**src/rtl/sfx_sequencer.sv**
```systemverilog
// sfx_sequencer: shares one piezo between a held color tone and four-note
// event jingles. Event pulses are latched as pending bits, jingles are played
// in fixed priority (LOSE > WIN > HS > START) ahead of the tone, and the
// square wave is generated locally from a per-pitch half-period.
//
// state    | meaning
// S_IDLE   | silent, nothing requested
// S_TONE   | color tone sounding while TONE_ENA is held
// S_JINGLE | a jingle is playing (BUSY high)
module sfx_sequencer #(
  parameter int HALF_BASE  = 2500,
  parameter int NOTE_TICKS = 1_000_000
) (
  input  logic       CLK,
  input  logic       RST,
  input  logic       TONE_ENA,
  input  logic [1:0] TONE_SEL,
  input  logic       EVT_START,
  input  logic       EVT_WIN,
  input  logic       EVT_LOSE,
  input  logic       EVT_HS,
  output logic       SPKR,
  output logic       BUSY
);

  typedef enum logic [1:0] {S_IDLE, S_TONE, S_JINGLE} state_t;

  // Jingle codes double as pending-bit indices.
  localparam logic [1:0] J_START = 2'd0;
  localparam logic [1:0] J_WIN   = 2'd1;
  localparam logic [1:0] J_LOSE  = 2'd2;
  localparam logic [1:0] J_HS    = 2'd3;

  localparam logic [23:0] TICK_LAST = 24'(NOTE_TICKS - 1);
  localparam logic [15:0] HB        = 16'(HALF_BASE);

  state_t      state_q;
  logic [3:0]  pend_q;
  logic [15:0] phase_q;
  logic [23:0] tick_q;
  logic [1:0]  unit_q;
  logic [1:0]  note_q;
  logic [1:0]  jsel_q;
  logic [1:0]  tone_sel_q;
  logic        spkr_q;
  logic        busy_q;

  logic [3:0]  pend_set;
  logic        pend_any;
  logic [1:0]  jsel_d;
  logic [3:0]  jsel_onehot;
  logic [2:0]  rom_pitch;
  logic [1:0]  rom_dur_m1;
  logic [2:0]  cur_pitch;
  logic [15:0] half_m1;
  logic        note_end;
  logic        jingle_done;
  logic        arbitrate;
  logic [15:0] phase_d;
  logic        spkr_d;

  // Pending latch merged with this cycle's pulses, and priority pick.
  always_comb begin
    pend_set = pend_q | {EVT_HS, EVT_LOSE, EVT_WIN, EVT_START};
    pend_any = |pend_set;
    if (pend_set[J_LOSE])      jsel_d = J_LOSE;
    else if (pend_set[J_WIN])  jsel_d = J_WIN;
    else if (pend_set[J_HS])   jsel_d = J_HS;
    else                       jsel_d = J_START;
    jsel_onehot = 4'b0001 << jsel_d;
  end

  // Jingle ROM: {pitch, duration-1} per note; pitch 0 is a rest.
  always_comb begin
    rom_pitch  = 3'd0;
    rom_dur_m1 = 2'd0;
    case ({jsel_q, note_q})
      4'b00_00: begin rom_pitch = 3'd1; rom_dur_m1 = 2'd0; end
      4'b00_01: begin rom_pitch = 3'd2; rom_dur_m1 = 2'd0; end
      4'b00_10: begin rom_pitch = 3'd3; rom_dur_m1 = 2'd0; end
      4'b00_11: begin rom_pitch = 3'd4; rom_dur_m1 = 2'd0; end
      4'b01_00: begin rom_pitch = 3'd4; rom_dur_m1 = 2'd0; end
      4'b01_01: begin rom_pitch = 3'd5; rom_dur_m1 = 2'd0; end
      4'b01_10: begin rom_pitch = 3'd6; rom_dur_m1 = 2'd0; end
      4'b01_11: begin rom_pitch = 3'd7; rom_dur_m1 = 2'd2; end
      4'b10_00: begin rom_pitch = 3'd3; rom_dur_m1 = 2'd1; end
      4'b10_01: begin rom_pitch = 3'd2; rom_dur_m1 = 2'd1; end
      4'b10_10: begin rom_pitch = 3'd1; rom_dur_m1 = 2'd3; end
      4'b10_11: begin rom_pitch = 3'd0; rom_dur_m1 = 2'd0; end
      4'b11_00: begin rom_pitch = 3'd5; rom_dur_m1 = 2'd0; end
      4'b11_01: begin rom_pitch = 3'd7; rom_dur_m1 = 2'd0; end
      4'b11_10: begin rom_pitch = 3'd5; rom_dur_m1 = 2'd0; end
      default:  begin rom_pitch = 3'd7; rom_dur_m1 = 2'd0; end
    endcase
  end

  // Note timing and square-wave step for whatever is currently sounding.
  always_comb begin
    cur_pitch   = (state_q == S_JINGLE) ? rom_pitch : ({1'b0, tone_sel_q} + 3'd1);
    half_m1     = HB * {12'd0, 4'd9 - {1'b0, cur_pitch}} - 16'd1;
    note_end    = (tick_q == TICK_LAST) && (unit_q == rom_dur_m1);
    jingle_done = (state_q == S_JINGLE) && note_end && (note_q == 2'd3);
    arbitrate   = (state_q != S_JINGLE) || jingle_done;
    if (cur_pitch == 3'd0) begin
      phase_d = 16'd0;
      spkr_d  = 1'b0;
    end else if (phase_q == half_m1) begin
      phase_d = 16'd0;
      spkr_d  = ~spkr_q;
    end else begin
      phase_d = phase_q + 16'd1;
      spkr_d  = spkr_q;
    end
  end

  // Sequencer FSM with registered SPKR/BUSY; a jingle end re-arbitrates
  // in the same cycle so chained jingles have no gap.
  always_ff @(posedge CLK) begin
    if (RST) begin
      state_q    <= S_IDLE;
      pend_q     <= 4'd0;
      phase_q    <= 16'd0;
      tick_q     <= 24'd0;
      unit_q     <= 2'd0;
      note_q     <= 2'd0;
      jsel_q     <= 2'd0;
      tone_sel_q <= 2'd0;
      spkr_q     <= 1'b0;
      busy_q     <= 1'b0;
    end else begin
      pend_q <= pend_set;
      if (arbitrate) begin
        if (pend_any) begin
          state_q <= S_JINGLE;
          busy_q  <= 1'b1;
          jsel_q  <= jsel_d;
          note_q  <= 2'd0;
          tick_q  <= 24'd0;
          unit_q  <= 2'd0;
          phase_q <= 16'd0;
          spkr_q  <= 1'b0;
          pend_q  <= pend_set & ~jsel_onehot;
        end else if (TONE_ENA) begin
          state_q <= S_TONE;
          busy_q  <= 1'b0;
          if ((state_q != S_TONE) || (TONE_SEL != tone_sel_q)) begin
            tone_sel_q <= TONE_SEL;
            phase_q    <= 16'd0;
            spkr_q     <= 1'b0;
          end else begin
            phase_q <= phase_d;
            spkr_q  <= spkr_d;
          end
        end else begin
          state_q <= S_IDLE;
          busy_q  <= 1'b0;
          phase_q <= 16'd0;
          spkr_q  <= 1'b0;
        end
      end else if (note_end) begin
        note_q  <= note_q + 2'd1;
        tick_q  <= 24'd0;
        unit_q  <= 2'd0;
        phase_q <= 16'd0;
        spkr_q  <= 1'b0;
      end else begin
        if (tick_q == TICK_LAST) begin
          tick_q <= 24'd0;
          unit_q <= unit_q + 2'd1;
        end else begin
          tick_q <= tick_q + 24'd1;
        end
        phase_q <= phase_d;
        spkr_q  <= spkr_d;
      end
    end
  end

  assign SPKR = spkr_q;
  assign BUSY = busy_q;

endmodule

```
**config.mk**
```make
export PLATFORM = sky130hd
export DESIGN_NAME = sfx_sequencer
export DESIGN_NICKNAME = d
export VERILOG_FILES = /design/src/rtl/sfx_sequencer.sv
export SDC_FILE = /design/constraint.sdc
export NUM_CORES = 1
export LEC_CHECK = 0
export ABC_AREA = 0
export CORE_ASPECT_RATIO = 0.75
export CORE_MARGIN = 2
export CORE_UTILIZATION = 55
export CTS_BUF_LIST = sky130_fd_sc_hd__clkbuf_8
export CTS_CLUSTER_SIZE = 30
export DETAILED_ROUTE_END_ITERATION = 10
export PLACE_DENSITY = 0.76
export SLEW_MARGIN = 15
export SYNTH_ARGS = -nofsm -noshare
export SYNTH_HDL_FRONTEND = slang
export SYNTH_SLANG_ARGS = --single-unit
```
**constraint.sdc**
```tcl
create_clock -name CLK -period 5.39 [get_ports CLK]
set_input_delay 0.539 -clock CLK [delete_from_list [all_inputs] [get_ports CLK]]
set_output_delay 0.539 -clock CLK [all_outputs]
set_load 0.1 [all_outputs]
```
# Yosys cells after proc, flatten, opt, wreduce, memory -nomap -nowiden

Memory sizes are Yosys's and may differ from the RTL's.
Index checks and enable logic that the tools add are counted.

Add/sub/neg operators: 7
Multipliers: 1
Equal/unequal tests: 9
Shifts and indexed selects: 1
Mux-type cells: 33
Bitwise logic cells: 5
Reduce and logical (&&, ||, !) cells: 13

Operator list:

| cell                                                | number |
|---|---|
| 2-to-1 mux 16 bit                                   | 7 |
| 2-to-1 mux 24 bit                                   | 4 |
| adder 24 x 1 -> 24 bit (second input constant)      | 1 |
| == test 24 x 20 -> 1 bit (second input constant)    | 1 |
| 2-to-1 mux 2 bit                                    | 10 |
| adder 16 x 1 -> 16 bit (second input constant)      | 1 |
| == test 16 bit                                      | 1 |
| subtractor 16 x 1 -> 16 bit (second input constant) | 1 |
| multiplier 10 x 4 -> 14 bit (first input constant)  | 1 |
| 2-to-1 mux 1 bit                                    | 9 |
| 2-to-1 mux 4 bit                                    | 2 |
| AND reduction 2 bit                                 | 3 |
| adder 2 x 1 -> 2 bit (second input constant)        | 2 |
| bitwise AND 4 bit                                   | 1 |
| == test 2 bit (second input constant)               | 2 |
| != test 2 bit (second input constant)               | 2 |
| NOT 4 bit                                           | 1 |
| bitwise OR 4 bit                                    | 1 |
| AND reduction 4 bit                                 | 1 |
| OR reduction 4 bit                                  | 1 |
| << shifter 1 x 2 -> 4 bit (first input constant)    | 1 |
| subtractor 4 x 3 -> 4 bit (first input constant)    | 1 |
| adder 2 x 1 -> 3 bit (second input constant)        | 1 |
| logical AND 1 bit                                   | 3 |
| other kinds (9)                                     | 11 |

Flip-flop bits (word level): 56
ROM bits: 80
Input port bits: 9
Output and inout bits: 2
Memories kept: 1

Memories:

| memory          | depth | bits a word | rd ports | clocked after Yosys merged registers in | wr ports | RTL line | text |
|---|---|---|---|---|---|---|---|
| (no name shown) | 16    | 5           | 1        | 0                                       | 0        | 77       | `case ({jsel_q, note_q})` |

# Depth between registers and ports, before layout

Gate-level depths: netlist of the first run.

Depth in word-level cells: 12
Depth in mapped cells: 21
Mapped depth without buffers: 19

# Worst setup path after synthesis of the first run

No wires, ideal clock.

Path type: reg2reg
From: register state_q[1]
To: register spkr_q, in the netlist SPKR
Library setup time: 123 ps
Arrival: 5564 ps
Data required time: 5267 ps
Setup slack: -298 ps
Cell stages (with the launch flop): 20
Buffers on the path: 2
Clock period less this slack: 5688 ps
Cells stage by stage: dfxtp_1 nor2b_1 clkbuf_1 nor2_1 nor3_4 inv_1 ha_1 clkbuf_1 inv_1 xnor2_1 inv_1 fa_1 nor4bb_1 nor3_1 a311oi_1 nand4b_1 a21oi_1 mux2i_1 nor4_4 mux2_1

Word-level cells in the longest chain between the ends: 12
Elaborated cells between the ends (all ways): 20
Classes of those cells: 2 x add/sub; 1 x mul; 4 x eq/ne; 8 x mux; 5 x reduce/logical

Ends and longest elaborated chain:

| item                        | RTL line | text |
|---|---|---|
| start, declared             | 37       | `state_t state_q;` |
| start signal, assigned      | 120      | `state_q <= S_IDLE;` |
| start signal, assigned      | 134      | `state_q <= S_JINGLE;` |
| start signal, assigned      | 144      | `state_q <= S_TONE;` |
| == test 2 bit               | 99, 102  |  |
| 2-to-1 mux 3 bit            | 99       | `cur_pitch = (state_q == S_JINGLE) ? rom_pitch : ({1'b0, tone_sel_q} + 3'd1);` |
| subtractor 4 x 3 -> 4 bit   | 100      | `half_m1 = HB * {12'd0, 4'd9 - {1'b0, cur_pitch}} - 16'd1;` |
| multiplier 10 x 4 -> 14 bit | 100      |  |
| subtractor 16 x 1 -> 16 bit | 100      |  |
| == test 16 bit              | 107      | `end else if (phase_q == half_m1) begin` |
| 2-to-1 mux 1 bit            | 107      |  |
| 2-to-1 mux 1 bit            | 104      | `if (cur_pitch == 3'd0) begin` |
| 2-to-1 mux 1 bit            | 146      | `if ((state_q != S_TONE) \|\| (TONE_SEL != tone_sel_q)) begin` |
| 2-to-1 mux 1 bit            | 143      | `end else if (TONE_ENA) begin` |
| 2-to-1 mux 1 bit            | 133      | `if (pend_any) begin` |
| 2-to-1 mux 1 bit (*)        | 132      | `if (arbitrate) begin` |
| end signal, assigned        | 152      | `spkr_q <= spkr_d;` |
| end signal, assigned        | 174      | `spkr_q <= spkr_d;` |
| end, declared               | 45       | `logic spkr_q;` |

Mark *: on every way between the ends. The rest lies on a longest branch, timed or not.
A chain may end at the register's enable or synchronous reset.

# Final worst setup path of the first run

From: register note_q[0]
To: register phase_q[9]

Word-level cells in the longest chain between the ends: 12
Elaborated cells between the ends (all ways): 20
Classes of those cells: 2 x add/sub; 1 x mul; 3 x eq/ne; 8 x mux; 5 x reduce/logical; 1 x memory

Ends and longest elaborated chain:

| item                        | RTL line | text |
|---|---|---|
| start, declared             | 42       | `logic [1:0] note_q;` |
| start signal, assigned      | 161      | `note_q <= note_q + 2'd1;` |
| memory read (16 x 5 bit)    | -        |  |
| 2-to-1 mux 3 bit            | 99       |  |
| subtractor 4 x 3 -> 4 bit   | 100      |  |
| multiplier 10 x 4 -> 14 bit | 100      |  |
| subtractor 16 x 1 -> 16 bit | 100      |  |
| == test 16 bit              | 107      |  |
| 2-to-1 mux 16 bit           | 107      |  |
| 2-to-1 mux 16 bit           | 104      |  |
| 2-to-1 mux 16 bit           | 146      |  |
| 2-to-1 mux 16 bit           | 143      |  |
| 2-to-1 mux 16 bit           | 133      |  |
| 2-to-1 mux 16 bit (*)       | 132      |  |
| end signal, assigned        | 151      | `phase_q <= phase_d;` |
| end signal, assigned        | 173      | `phase_q <= phase_d;` |
| end, declared               | 39       | `logic [15:0] phase_q;` |

Marked as above.

==> results of run 1 <==
==> through the flow <==
stage               total power, mW  area (sq um)  util (%)  cells  setup slack [ns]
CTS                          0.8816          4094     60.80    573            0.1699
floorplan                    0.5757          3789         -    482           0.02654
global route                 0.9241          4121     61.20    574           0.02433
finish                       0.8872          4121     61.20    574            0.3017
global placement             0.6186          3991     59.27    565            0.5065
detailed placement           0.6232          3991     59.27    565            0.1926
==> cells by family (layout without fill, tap and decap cells) <==
logic type               Yosys count  count (layout)  synth area share, %
AND/OR/NAND/NOR                  215             215                29.30
XOR/XNOR                          40              40                9.250
buffers and inverters             40              48                4.130
adder cells (fa/ha/maj)           23              23                7.796
multiplexers                       7               7                1.883
flip-flops                        55              55                29.07
AO/OA/AOI/OAI                    102             102                18.57
==> cells in the final DEF, fill, tap and decap left out, types with 4 or more instances in the layout <==
master	synthesis	final
nor4_1	6	6
xor2_1	14	14
clkdlybuf4s50_1	0	10
a311oi_1	13	12
a211oi_1	5	5
dfxtp_1	55	54
nand3_1	19	19
or3_1	6	6
or2_2	4	4
nand2b_1	9	9
xnor2_1	26	26
ha_1	22	22
nor2b_1	5	5
and3_1	8	8
o31ai_1	4	4
and2_1	4	4
inv_1	17	17
mux2i_1	6	6
nor2_1	59	59
clkbuf_8	0	6
a31oi_1	7	7
a21oi_1	26	26
o21ai_0	22	22
nand2_1	43	43
nor3_1	22	22
nand3b_1	4	4
buf_4	1	13
nand4_1	7	7
==> final cells by class <==
class,count,area share (%)
Clock inverter,2,0.4857
Clock buffer,6,2.004
Tap cell,84,2.550
Timing Repair Buffer,23,4.797
Inverter,17,1.548
Sequential cell,55,26.75
Multi-Input combinational cell,387,61.87
==> critical path, delay by kind of cell (launching register included) <==
family | cells | cell delay, ns
xor gates and xnor gates | 1 | 0.19
and+or+nand+nor | 7 | 1.26
muxes | 1 | 0.12
buffers and inverters | 6 | 0.96
AOI/OAI and AO/OA | 3 | 0.86
adders and majority gates | 3 | 1.17
DFF | 1 | 0.41
==> layer usage <==
metal	up-vias	wire, um	share of wire, %	GRT usage (%)
li1	1753	-	-	-
met1	1648	4700	52	38.43
met2	135	3660	40	32.21
met3	9	637	7.0	4.771
met4	0	91	1.0	7.154
met5	-	0	0	0
==> flip-flops by register name (all words and copies together) (netlist names) <==
signal / cells
tick_q: 24
unit_q: 2
pend_q: 4
state_q: 2
phase_q: 16
tone_sel_q: 2
jsel_q: 2
SPKR: 1
note_q: 2
==> repair_timing <==
action                                  in CTS  in global routing
setup buffers                                0                  1
endpoints found under the setup margin       0                 17
gates resized for setup                      0                  3
==> worst max path at each step <==
stage,start,endpoint,slack (ns),depth (start not counted)
4_1_cts,note_q[0],phase_q[9],0.17,21
2_1_floorplan,state_q[1],SPKR,0.03,19
3_3_place_gp,note_q[0],phase_q[1],0.51,21
5_1_grt,note_q[0],phase_q[14],0.02,21
3_5_place_dp,note_q[0],phase_q[9],0.19,21
6_report,note_q[0],phase_q[9],0.30,21
==> power groups by stage <==
stage / Clock [mW] / Combinational (mW) / Sequential [mW]
5_1_grt: 0.278 / 0.225 / 0.421
2_1_floorplan: 0 / 0.147 / 0.429
3_3_place_gp: 0 / 0.190 / 0.428
3_5_place_dp: 0 / 0.195 / 0.428
6_report: 0.261 / 0.206 / 0.420
4_1_cts: 0.266 / 0.196 / 0.419
==> results_dict.tcl, run 1 <==
set metrics [dict create \
    synth_top_area_share_pct 29.07 \
    reg2reg_depth 21 \
    overflow 0 \
    hpwl_um 6372 \
    layout.nets 521 \
    cp_cell_sequence "inv_1 > ha_1 > or2b_1 > a211oi_4 > nor3_4 > inv_1 > ha_1 > inv_1 > xnor2_1 > inv_1 > fa_1 > nor4bb_2 > buf_4 > nor3_1 > a311oi_2 > nand4b_1 > a21oi_1 > mux2i_1 > nor4_4 > buf_4 > nor3_1" \
    grt_pass1_vias 2894 \
    yosys_warnings 0 \
    yosysMostFrequentCell "nor2_1" \
    peakVddDrop_mv 0.1204 \
    avgSynthCellArea_sq_um 7.858 \
    synth_nets 514 \
    tightest_slew_ns 0.9678 \
    cp_slowest_cell "fa_1" \
    endpoint_kind "flip-flop" \
    cts_tree "built" \
    fillers 597 \
    clock_latency_ns 0.33 \
    fin_crit_sh_pct 94.40 \
    first_pass_iters 5 \
    antenna_cells 0 \
    cts_hold_buf 0 \
    p_leak_nw 1.523 \
    hold_depth 2 \
    root_buffer "clkbuf_8" \
    hold_path_end "pend_q[3]" \
    finalSetupViolCount 0 \
    min_path_type "flip-flop to flip-flop" \
    core_area_sq_um 6734 \
    ys_types 61 \
    slew_viol_final 0 \
    synthArstFlopShare_pct 0 \
    report.final.hold_viol_count 0 \
    fmax_ghz 0.1965 \
    ys_seq_area_share_pct 29.07 \
    syn_inst 482 \
    synth-edff-count 0 \
    layout-area-overhead-vs-synth_pct 8.821 \
    worstPathArrival_ns 5.28 \
    comb_power_share_pct 23.2 \
    finalHoldWorstSlack_ns 0.5066 \
    avgRoutedWirePerCell_um 15.84 \
    fin_setup_tns_ns 0 \
    viasPerCell 6.176 \
    drive_above_1_share_pct 6.939 \
    die_height_um 75.87 \
    cap_violations 0 \
    regArea_sq_um 1102 \
    netlist_top_cells_area "dfxtp_1 29%, ha_1 7.3%, xnor2_1 6.0%" \
    period_needed_ns 5.088 \
    internal-power_uw 604.1 \
    path_common_cell "inv_1" \
    clk_path_buf_depth 2 \
    max_slew_margin_pct 35.27 \
    wl_um 9091 \
    multiInputGateArea_sq_um 2550 \
    fin_skew_ns 0.006545 \
    grt_max_degree 40 \
    die_w_um 99.82 \
    r2r_slack_ns 0.30 \
    port_buffers 10 \
    grt_util_all_layers_pct 24.18 \
    grt_pass1_wl_um 14600 \
    crit_fanout 16 \
    p_clk_share_pct 29.5 \
    cts_buffers 5 \
    r2r_start "note_q[0]" \
    seqPwrFrac_pct 47.3 \
    status "finished, final reports clean" \
    min_from "pend_q[3]" \
    antenna_found_initial 0 \
    crit_type "flip-flop to flip-flop" \
    routabilityCongestion 0.9146 \
    max_stage_delay_ns 0.60 \
    cts.sinks 55 \
    rows 26 \
    initial_core_util_pct 56.24 \
    htreeDepth 2 \
    ios 11 \
    synth_top_flop_cell "dfxtp_1" \
    netlist_area_sq_um 3787 \
    route.detailed.drc 0 \
    switchingPower_uw 283.1 \
    critPathRequiredTime_ns 5.58 \
    reg2reg_to "phase_q[9]" \
    design.die.area_sq_um 7573 \
    num_vias 3545 \
    rsz0062_at_grt "false" \
    power_density_nw_per_um2 215.3 \
    ant_nets 0 \
    synth-seq-cells 55 \
    drt_iter0_drc 293 \
    synth_common_cells "59 x nor2_1, 55 x dfxtp_1, 43 x nand2_1, 26 x a21oi_1, 26 x xnor2_1" \
    critPathLaunchType "flip-flop" \
    clkTransAtPathRegs_ns 0.11 \
    p_sw_share_pct 31.91 \
    synth_area_leader_cell "dfxtp_1" \
]
Power figures use the tool's default switching activity.
==> inputs of run 2 (changes only) <==
--- a/config.mk
+++ b/config.mk
@@ -10,7 +10,6 @@
 export CORE_MARGIN = 2
 export CORE_UTILIZATION = 55
 export CTS_BUF_LIST = sky130_fd_sc_hd__clkbuf_8
-export CTS_CLUSTER_SIZE = 30
 export DETAILED_ROUTE_END_ITERATION = 10
 export PLACE_DENSITY = 0.76
 export SLEW_MARGIN = 15
==> constraint.sdc (replaced) <==
create_clock -name CLK -period 5.39 [get_ports CLK]
set_input_delay 0.539 -clock CLK [delete_from_list [all_inputs] [get_ports CLK]]
set_output_delay 0.539 -clock CLK [all_outputs]
set_load 0.05 [all_outputs]
==> run 2 against run 1 <==
  * Clock power is 2% lower
  * Setup slack got worse by 0.089 ns
  * Hold slack got worse by 0.0020 ns
  * Critical path depth down 2
  * Cell count is 0.17% higher
  * Power is 1.1% lower
  * Global-route usage is 0.12 points higher
==> results_dict.tcl, run 2 (synthesis results as in run 1) <==
set metrics [dict create \
    status "finished, final reports clean" \
    top_layer "met4" \
    clkTransAtPathRegs_ns 0.11 \
    worstPathArrival_ns 5.36 \
    layout.nets 522 \
    grt_pass1_vias 3037 \
    critPathLaunchType "flip-flop" \
    grt_util_all_layers_pct 24.31 \
    final_cell_mix "59 x nor2_1, 55 x dfxtp_1, 43 x nand2_1" \
    cts_buffers 5 \
    hpwl_um 6437 \
    report.final.hold_viol_count 0 \
    critPathRequiredTime_ns 5.57 \
    tightest_slew_ns 0.9352 \
    period_needed_ns 5.177 \
    placed_area_sq_um 3990 \
    fin_crit_sh_pct 96.05 \
    crit_fanout 16 \
    finalSetupViolCount 0 \
    root_buffer "clkbuf_8" \
    cts_tree "built" \
    fin_area_sq_um 4113 \
    endpoint_kind "flip-flop" \
    core_area_sq_um 6734 \
    ios 11 \
    fin_ws_ns 0.2131 \
    largest_register_ffs 24 \
    grt_pass1_wl_um 14770 \
    max_slew_margin_pct 36.04 \
    port_buffers 10 \
    antenna_found_initial 0 \
    design.die.area_sq_um 7573 \
    overflow 0 \
    route.detailed.drc 0 \
    wl_met2_um 3699 \
    post-place-ws_ns 0.1813 \
    p_leak_nw 1.525 \
    ant_nets 0 \
    avgRoutedWirePerCell_um 15.76 \
    viasPerCell 6.268 \
    drive_above_1_share_pct 6.517 \
    drt_iter0_drc 340 \
    clock_latency_ns 0.32 \
    cts.sinks 55 \
    postLayoutCoreUtil_pct 61.07 \
    clk_path_buf_depth 2 \
    slew_viol_final 0 \
    layout-area-overhead-vs-synth_pct 8.589 \
    fin_skew_ns 0.01007 \
    regMostFlops "tick_q" \
    power_density_nw_per_um2 213.3 \
    wl_met3_um 657 \
    first_pass_iters 5 \
    antenna_cells 0 \
    die_w_um 99.82 \
    peakVddDrop_mv 0.1209 \
    cap_violations 0 \
    grt_max_degree 40 \
    fillers 580 \
    largestRegisters "tick_q x24, phase_q x16, pend_q x4" \
    initial_core_util_pct 56.24 \
    routabilityCongestion 0.9036 \
    fmax_ghz 0.1932 \
    num_vias 3604 \
    min_path_type "flip-flop to flip-flop" \
    final_common_cell "nor2_1" \
    wl_um 9064 \
    rows 26 \
    die_height_um 75.87 \
    wl_met1_um 4623 \
    crit_type "flip-flop to flip-flop" \
    htreeDepth 2 \
]
run 2: repair_timing:
action / 4_1_cts / 5_1_grt
setup buffers: 0 / 2
resized for setup: 0 / 1
hold buffers: 0 / 0
endpoints found under the setup margin: 0 / 17
run 2: routing by layer:
layer	GRT usage (%)	vias to the layer above
met4	4.414	0
met1	38.03	1701
met2	35.14	138
met3	4.128	12
met5	0	-
li1	-	1753
run 2: worst paths after layout:
kind | start | to | slack (ns) | cells after the start
hold / removal | tick_q[23] | tick_q[23] | 0.50 | 2
hold reg to reg | tick_q[23] | tick_q[23] | 0.50 | 2
setup reg to reg | note_q[0] | phase_q[7] | 0.21 | 19
setup / recovery | note_q[0] | phase_q[7] | 0.21 | 19
run 2: layout make-up:
class	count	area, sq um	area share (%)
multi-input cells	387	2537	61.70
flip-flops and latches	55	1101	26.77
repair buffers	24	205.2	4.989
well taps	84	105.1	2.556
clock buffers	6	82.58	2.008
inverters	17	63.81	1.552
clock inverters	2	17.52	0.4259
run 2: per-stage QoR:
step / total power [mW] / hold slack, ns / setup TNS [ns] / cells
global route: 0.9172 / 0.5412 / -0.3977 / 575
CTS: 0.8751 / 0.5034 / 0 / 573
detailed placement: 0.6217 / 0.4863 / 0 / 565
floorplan: 0.5740 / 0.4528 / 0 / 482
finish: 0.8774 / 0.5046 / 0 / 575
global placement: 0.6170 / 0.4789 / 0 / 565
run 2: power by group:
group | switching [mW] | total [mW] | internal (mW)
clock network | 0.148 | 0.256 | 0.108
registers | 0.00754 | 0.420 | 0.412
logic | 0.119 | 0.202 | 0.0822
total | 0.275 | 0.877 | 0.602
run 2: critical path, stage by stage (launching register included):
cell	delay (ns)
dfxtp_1	0.41
inv_1	0.09
ha_1	0.31
or2b_1	0.28
a211oi_4	0.35
nor3_4	0.08
inv_1	0.16
ha_1	0.28
buf_4	0.17
a21o_1	0.18
ha_1	0.47
a21o_1	0.20
a31oi_1	0.07
a2111oi_0	0.85
buf_4	0.24
xnor2_1	0.13
xnor2_1	0.13
nor4_4	0.32
buf_4	0.27
nor3_1	0.08
==> inputs of run 3 (changes only) <==
--- a/config.mk
+++ b/config.mk
@@ -8,10 +8,11 @@
 export ABC_AREA = 0
 export CORE_ASPECT_RATIO = 0.75
 export CORE_MARGIN = 2
-export CORE_UTILIZATION = 55
+export CORE_UTILIZATION = 58
 export CTS_BUF_LIST = sky130_fd_sc_hd__clkbuf_8
+export CTS_CLUSTER_SIZE = 8
 export DETAILED_ROUTE_END_ITERATION = 10
-export PLACE_DENSITY = 0.76
+export PLACE_DENSITY = 0.8
 export SLEW_MARGIN = 15
 export SYNTH_ARGS = -nofsm -noshare
 export SYNTH_HDL_FRONTEND = slang
==> constraint.sdc (replaced) <==
create_clock -name CLK -period 4.2 [get_ports CLK]
set_input_delay 0.42 -clock CLK [delete_from_list [all_inputs] [get_ports CLK]]
set_output_delay 0.42 -clock CLK [all_outputs]
set_load 0.05 [all_outputs]
==> run 3 against run 2 <==
  * The run now ends with setup timing left
  * First-iteration DRC count fell by 24%
  * Via count grew 2.3%
  * Clock-buffer cell count is the same
  * Register-to-register slack worse by 0.28 ns
  * Sequential power grew 28%
  * Largest cell class unchanged
  * Critical path depth down 1
  * Highest routed layer unchanged
  * Critical endpoint is now SPKR
==> results_dict.tcl, run 3 (synthesis results as in run 1) <==
set metrics [dict create \
    fin_area_sq_um 4434 \
    fin_ws_ns -0.06206 \
    clock_latency_ns 0.32 \
    p_total_mw 1.174 \
    reg2reg_to "SPKR" \
    routabilityCongestion 0.9220 \
    power_density_nw_per_um2 264.8 \
    fin_skew_ns 0.01052 \
    cts.sinks 55 \
    final_common_cell "nor2_1" \
    cts_hold_buf 0 \
    core_area_sq_um 6319 \
    violations "setup timing" \
    hold_depth 2 \
    die_height_um 73.98 \
    endpoint_kind "flip-flop" \
    fmax_ghz 0.2346 \
    min_path_type "flip-flop to flip-flop" \
    reg2reg_depth 18 \
    slew_viol_final 0 \
    viasPerCell 6.145 \
    final_cell_mix "59 x nor2_1, 53 x dfxtp_1, 43 x nand2_1" \
    regMostFlops "tick_q" \
    crit_type "flip-flop to flip-flop" \
    rows 25 \
    max_stage_delay_ns 0.56 \
    drt_iter0_drc 257 \
    peakVddDrop_mv 0.1858 \
    design.die.area_sq_um 7199 \
    num_vias 3687 \
    antenna_cells 0 \
    critPathRequiredTime_ns 4.42 \
    grt_pass1_wl_um 16110 \
    overflow 0 \
    clkTransAtPathRegs_ns 0.11 \
    antenna_found_initial 0 \
    initial_core_util_pct 59.94 \
    largest_register_ffs 24 \
    cp_slowest_cell "fa_2" \
    post-place-ws_ns -0.1085 \
    grt_max_degree 40 \
    max_slew_margin_pct 44.42 \
    period_needed_ns 4.262 \
    drive_above_1_share_pct 14.64 \
    p_leak_nw 1.684 \
    r2r_start "note_q[0]" \
    cts_buffers 5 \
    hold_path_end "tick_q[23]" \
    grt_pass1_vias 3443 \
    cap_violations 0 \
    fillers 481 \
    clk_path_buf_depth 2 \
    placed_area_sq_um 4248 \
    ios 11 \
    rsz0062_at_grt "true" \
    root_buffer "clkbuf_8" \
    port_buffers 10 \
    wl_um 9455 \
    path_buf_inv 5 \
    finalSetupViolCount 17 \
    route.detailed.drc 0 \
    critPathLaunchType "flip-flop" \
    cp_cell_sequence "inv_2 > ha_4 > or2b_1 > a211oi_4 > nor3_4 > inv_2 > ha_4 > clkinv_4 > xnor2_2 > inv_1 > fa_2 > buf_4 > nand4b_1 > or4_1 > a21oi_2 > o2111ai_2 > nor4_4 > mux2_4" \
    crit_family "simple AND/OR/NAND/NOR gates" \
    r2r_slack_ns -0.06 \
    tightest_slew_ns 0.8337 \
    status "finished with violations" \
    largestRegisters "tick_q x24, phase_q x16, pend_q x4" \
    layout-area-overhead-vs-synth_pct 17.08 \
    avgRoutedWirePerCell_um 15.76 \
    cts_tree "built" \
    htreeDepth 2 \
    die_w_um 97.31 \
    worstPathArrival_ns 4.48 \
    first_pass_iters 5 \
    fin_crit_sh_pct 101.5 \
    ant_nets 0 \
    min_from "tick_q[23]" \
    crit_fanout 3 \
    hpwl_um 6844 \
    layout.nets 550 \
    report.final.hold_viol_count 0 \
    grt_util_all_layers_pct 27.30 \
]
[run 3: layout make-up]
class	instances	area (sq um)	share of cell area [%]
inverter	17	68.82	1.552
timing repair buffer	52	422.9	9.537
tap	81	101.3	2.286
sequential	55	1104	24.89
clock buffer	6	82.58	1.862
multi-input combinational	387	2643	59.59
clock inverter	2	12.51	0.2822
[run 3: report_power, final]
| part | switching, mW | internal [mW] | total, mW |
|---|---|---|---|
| Clock | 0.183 | 0.133 | 0.316 |
| Combinational | 0.175 | 0.147 | 0.322 |
| Sequential | 0.00714 | 0.529 | 0.536 |
[run 3: metrics by stage]
step	setup TNS, ns	instances	hold WS (ns)	util (%)
finish	-0.7174	600	0.4993	70.18
detailed placement	-1.632	587	0.4872	67.23
floorplan	-5.044	482	0.4528	-
CTS	-0.001379	599	0.5053	69.94
global placement	0	587	0.4700	67.23
global route	-3.897	600	0.5179	70.18
[run 3: how the worst max path moves through the flow]
| stage | cells after the start | start | slack, ns | endpoint |
|---|---|---|---|---|
| final | 18 | note_q[0] | -0.06 | SPKR |
| after detailed placement | 19 | note_q[0] | -0.11 | phase_q[14] |
| after global placement | 19 | note_q[0] | 0.001 | phase_q[1] |
| after global routing | 21 | note_q[0] | -0.24 | phase_q[1] |
| after floorplan | 19 | note_q[0] | -0.43 | SPKR |
| after CTS | 18 | note_q[0] | -0.001 | SPKR |
[run 3: tightest hold or removal path, cell delays in order, from the launching register on]
cell and delay, ns:
dfxtp_1 0.33, o21ai_0 0.07, a21oi_1 0.06
[run 3: timing repair]
item / CTS / global route
setup endpoints to repair: 17 / 17
resized for setup: 7 / 3
buffers inserted: 4 / 1
pin swaps: 11 / 0
[run 3: metal layers]
metal | vias to the layer above | global-route usage, % | part of all wire, %
met2 | 145 | 44.06 | 45
met4 | 0 | 9.259 | 2.1
met1 | 1709 | 38.18 | 46
met3 | 23 | 4.323 | 6.4
met5 | - | 0 | 0
li1 | 1810 | - | -
==> patch 1, RTL diff (flow settings as in run 2) <==
Register the inputs `TONE_ENA`, `TONE_SEL`, `EVT_START`, `EVT_WIN`, `EVT_LOSE` and `EVT_HS` before use. The logic sees them one clock later.
--- a/src/rtl/sfx_sequencer.sv
+++ b/src/rtl/sfx_sequencer.sv
@@ -34,6 +34,22 @@
   localparam logic [23:0] TICK_LAST = 24'(NOTE_TICKS - 1);
   localparam logic [15:0] HB        = 16'(HALF_BASE);
 
+  logic TONE_ENA_q;
+  logic [1:0] TONE_SEL_q;
+  logic EVT_START_q;
+  logic EVT_WIN_q;
+  logic EVT_LOSE_q;
+  logic EVT_HS_q;
+
+  always_ff @(posedge CLK) begin
+    TONE_ENA_q  <= TONE_ENA;
+    TONE_SEL_q  <= TONE_SEL;
+    EVT_START_q <= EVT_START;
+    EVT_WIN_q   <= EVT_WIN;
+    EVT_LOSE_q  <= EVT_LOSE;
+    EVT_HS_q    <= EVT_HS;
+  end
+
   state_t      state_q;
   logic [3:0]  pend_q;
   logic [15:0] phase_q;
@@ -61,7 +77,7 @@
 
   // Pending latch merged with this cycle's pulses, and priority pick.
   always_comb begin
-    pend_set = pend_q | {EVT_HS, EVT_LOSE, EVT_WIN, EVT_START};
+    pend_set = pend_q | {EVT_HS_q, EVT_LOSE_q, EVT_WIN_q, EVT_START_q};
     pend_any = |pend_set;
     if (pend_set[J_LOSE])      jsel_d = J_LOSE;
     else if (pend_set[J_WIN])  jsel_d = J_WIN;
@@ -140,11 +156,11 @@
           phase_q <= 16'd0;
           spkr_q  <= 1'b0;
           pend_q  <= pend_set & ~jsel_onehot;
-        end else if (TONE_ENA) begin
+        end else if (TONE_ENA_q) begin
           state_q <= S_TONE;
           busy_q  <= 1'b0;
-          if ((state_q != S_TONE) || (TONE_SEL != tone_sel_q)) begin
-            tone_sel_q <= TONE_SEL;
+          if ((state_q != S_TONE) || (TONE_SEL_q != tone_sel_q)) begin
+            tone_sel_q <= TONE_SEL_q;
             phase_q    <= 16'd0;
             spkr_q     <= 1'b0;
           end else begin
Function: changed (Yosys sat finds a counterexample within 4 cycles, from zero or initial values and one cycle with RST high).
==> patch 1 against run 2 <==
  * Hold slack got worse by 0.0095 ns
  * Final area rose by 7.0%
  * Power rose by 27%
  * Synthesized cell count rose by 3.5%
  * Area after synthesis rose by 6.2%
  * Count of clock-buffer cells in the layout rose by 4
  * Sequential cell count rose by 7
  * Clock skew rose by 0.0016 ns
  * Setup slack improved by 0.11 ns
  * Routed wire length rose by 4.3%
  * Via count rose by 3.7%
  * Critical path type unchanged
  * Largest cell class unchanged
==> patch 1: results (changes against run 2) <==
Yosys
  • Mapped Nets: 531 (was 514)
  • Avg Inst Size Synth: 8.06 um^2 (was 7.86 um^2)
  • XOR/XNOR Fraction of Synth Area: 0.0784 (was 0.0925)
  • Share of the synthesized area in the top cell type: 0.309 (was 0.291)
  • Area contributors post-synth: dfxtp_1 (31%), ha_1 (6.8%), nor2_1 (5.4%), xnor2_1 (4.4%), nand2_1 (3.8%) (was dfxtp_1 (29%), ha_1 (7.3%), xnor2_1 (6.0%), nor2_1 (5.8%), nand2_1 (4.3%))
  • Synth cell count leaders: dfxtp_1 (62), nor2_1 (58), nand2_1 (41) (was nor2_1 (59), dfxtp_1 (55), nand2_1 (43))

Global routing
  • Vias in the first global route: 3,490 (was 3,037)
  • M2 GR Usage: 0.366 (was 0.351)
  • GRT met1 Usage: 0.376 (was 0.380)
  • Global-route usage over all layers: 0.257 (was 0.243)

Clock tree
  • Clk_lat worst skew: 0.35 ns (was 0.32 ns)
  • Clock transition at path regs: 0.07 ns (was 0.11 ns)
  • CTS buffer count: 9 (was 5)

Routing
  • WL/cell: 15.5 um (was 15.8 um)
  • Met1 WL: 4.73 mm (was 4.62 mm)
  • Met2 WL: 3.77 mm (was 3.70 mm)
  • Vias: 3,739 (was 3,604)

Timing
  • Clk_skew: 0.0117 ns (was 0.0101 ns)
  • Worst slew margin: 0.340 (was 0.360)
  • Final hold slack: 0.495 ns (was 0.505 ns)

Place
  • Placer congestion estimate: 0.963 (was 0.904)
  • Placed cells: 593 (was 565)
  • Post-DP Area: 4200 um^2 (was 3990 um^2)

Power
  • Comb pwr: 0.225 mW (was 0.202 mW)
  • Switch Pwr: 0.339 mW (was 0.275 mW)
  • Worst vdd ir: 0.000205 V (was 0.000121 V)

Critical path
  • R2R Path End: phase_q[15]$_SDFF_PP0_ (was phase_q[7]$_SDFF_PP0_)
  • R2R setup slack: 0.32 ns (was 0.21 ns)
  • Critical path arrival: 5.27 ns (was 5.36 ns)

Finish
  • Fill count: 638 (was 580)
  • Layout cells sized above 1: 0.0802 (was 0.0652)

Run status
  • Status: complete, no violations (unchanged)
==> patch 1: per-stage QoR <==
| step | setup slack (ns) | utilization |
|---|---|---|
| after CTS | 0.393 | 0.632 |
| after global placement | 0.612 | 0.604 |
| after floorplan | 0.476 | - |
| after global routing | 0.0800 | 0.632 |
| after detailed placement | 0.426 | 0.604 |
| final | 0.324 | 0.632 |
==> patch 1: cell families (layout without fill, tap and decap cells) <==
| family | Yosys count | after routing |
|---|---|---|
| fa+ha+maj | 23 | 23 |
| simple gates | 226 | 226 |
| buf+inv | 37 | 49 |
| xor+xnor | 36 | 36 |
| flops | 62 | 62 |
| compound gates | 109 | 109 |
| mux | 6 | 6 |
==> patch 1: layout make-up <==
type	count	area share
clock buffer	10	0.0313
clock inverter	6	0.0139
inverter	13	0.0111
multi-input combinational	400	0.594
sequential	62	0.282
tap	98	0.0279
timing repair buffer	20	0.0398
==> patch 1: worst max-delay path by stage <==
stage	end	slack, ns	cells past startpoint
finish	phase_q[15]$_SDFF_PP0_	0.32	19
global route	phase_q[15]$_SDFF_PP0_	0.08	19
CTS	phase_q[15]$_SDFF_PP0_	0.39	19
detailed placement	phase_q[6]$_SDFF_PP0_	0.43	19
global placement	phase_q[1]$_SDFF_PP0_	0.61	19
floorplan	phase_q[10]$_SDFF_PP0_	0.48	19
==> patch 1: critical path: stages (launching register included) <==
cell       delay (ns)
dfxtp_1          0.42
inv_1            0.07
ha_1             0.29
nand2b_1         0.07
a211o_2          0.38
nand3_2          0.19
ha_1             0.28
inv_1            0.13
xnor2_1          0.17
ha_1             0.27
ha_1             0.23
o211ai_1         0.42
and2b_1          0.25
a32o_1           0.22
nor4_1           0.48
o2111ai_1        0.21
o211a_1          0.22
nor4_4           0.27
buf_4            0.25
nor3_1           0.07
==> patch 2, RTL diff (settings of run 2) <==
Made on the original files. Set the parameter `NOTE_TICKS` to 750_000 (it was 1_000_000).
--- a/src/rtl/sfx_sequencer.sv
+++ b/src/rtl/sfx_sequencer.sv
@@ -9,7 +9,7 @@
 // S_JINGLE | a jingle is playing (BUSY high)
 module sfx_sequencer #(
   parameter int HALF_BASE  = 2500,
-  parameter int NOTE_TICKS = 1_000_000
+  parameter int NOTE_TICKS = 750_000
 ) (
   input  logic       CLK,
   input  logic       RST,
Formal check against the unedited RTL: no difference found for any inputs over 10 cycles, from zero or initial values and one cycle with RST high; that may be too few to reach the edited logic, so the function may still have changed.
==> patch 2 against run 2 <==
  * Cell count fell by 2.8%
  * Sequential cell count did not move
  * Area after synthesis fell by 0.96%
  * Combinational power fell by 4%
  * Setup slack improved by 0.25 ns
  * Routed wire length fell by 6.2%
  * Sequential power barely moved
  * Synthesized cell count fell by 1.5%
  * Count of clock-buffer cells in the layout fell by 1
  * Final area fell by 2.8%
  * Power fell by 2.5%
  * Via count fell by 4.1%
  * Sequential share of layout area rose by 0.76 points
  * Largest cell class unchanged
==> patch 2: results (changes against run 2) <==
Yosys
  • Synth cell count leaders: nor2_1 (67), dfxtp_1 (55), nand2_1 (37) (was nor2_1 (59), dfxtp_1 (55), nand2_1 (43))
  • Cells after Synth: 475 (was 482)
  • Area contributors post-synth: dfxtp_1 (29%), ha_1 (7.3%), nor2_1 (6.7%), a311oi_1 (4.4%), xnor2_1 (4.4%) (was dfxtp_1 (29%), ha_1 (7.3%), xnor2_1 (6.0%), nor2_1 (5.8%), nand2_1 (4.3%))
  • Mux contribution to synthesized area: 0.00801 (was 0.0188)
  • Compound-Gate Fraction of Synth Area: 0.208 (was 0.186)
  • XOR/XNOR Fraction of Synth Area: 0.0841 (was 0.0925)
  • Sequential area share after synthesis: 0.294 (was 0.291)
  • Yosys cell types: 60 (was 61)

Run status
  • Status: complete, no violations (unchanged)

Finish
  • Buffers excl. clock: 16 (was 24)
  • Buffering overhead: 0.0394 (was 0.0499)
  • #MultiIn Comb: 383 (was 387)
  • Footprint of the multi-input gates: 2490 um^2 (was 2540 um^2)
  • Synth-to-Final Area Change: 6.60% (was 8.59%)
  • Fill count: 599 (was 580)
  • Cell Count, Final, Fillers Out: 559 (was 575)

Global routing
  • GRT met1 Usage: 0.341 (was 0.380)
  • Global-route usage over all layers: 0.230 (was 0.243)
  • Vias in the first global route: 2,982 (was 3,037)
  • Global-route wire length before repair: 14.1 mm (was 14.8 mm)

Timing
  • Clk_skew: 0.00727 ns (was 0.0101 ns)
  • Slew @ Worst Pin: 0.870 ns (was 0.935 ns)

Routing
  • Met2 WL: 3.57 mm (was 3.70 mm)
  • Post-Route WL: 8.50 mm (was 9.06 mm)
  • Met1 WL: 4.37 mm (was 4.62 mm)
  • Vias per cell: 6.18 (was 6.27)

Place
  • Placed cells: 550 (was 565)
  • DP HPWL: 6.19 mm (was 6.44 mm)

Critical path
  • Crit-path max cell delay: 0.60 ns (was 0.85 ns)
  • R2R setup slack: 0.46 ns (was 0.21 ns)

Power
  • Worst vdd ir: 0.000141 V (was 0.000121 V)
-- patch 2: cell count changes after synthesis, moves of 4 or more --
cell,delta
nand2_1,-6
nor2_1,+8
nand3_1,+6
xnor2_1,-7
a311oi_1,+6
inv_1,-4
a21oi_1,+4
nor3_1,-16
o21ai_0,-6
-- patch 2: where the power goes --
| part | switching, mW | leakage [nW] | internal (mW) | total, mW |
|---|---|---|---|---|
| clock network | 0.148 | 0.0461 | 0.0943 | 0.242 |
| registers | 0.00752 | 0.446 | 0.412 | 0.420 |
| logic | 0.116 | 0.966 | 0.0774 | 0.194 |
-- patch 2: path summary, 6_finish.rpt --
check                           end  depth (start not counted)
max          phase_q[10]$_SDFF_PP0_                         18
min           phase_q[0]$_SDFF_PP0_                          1
max reg2reg  phase_q[10]$_SDFF_PP0_                         18
min reg2reg   phase_q[0]$_SDFF_PP0_                          1
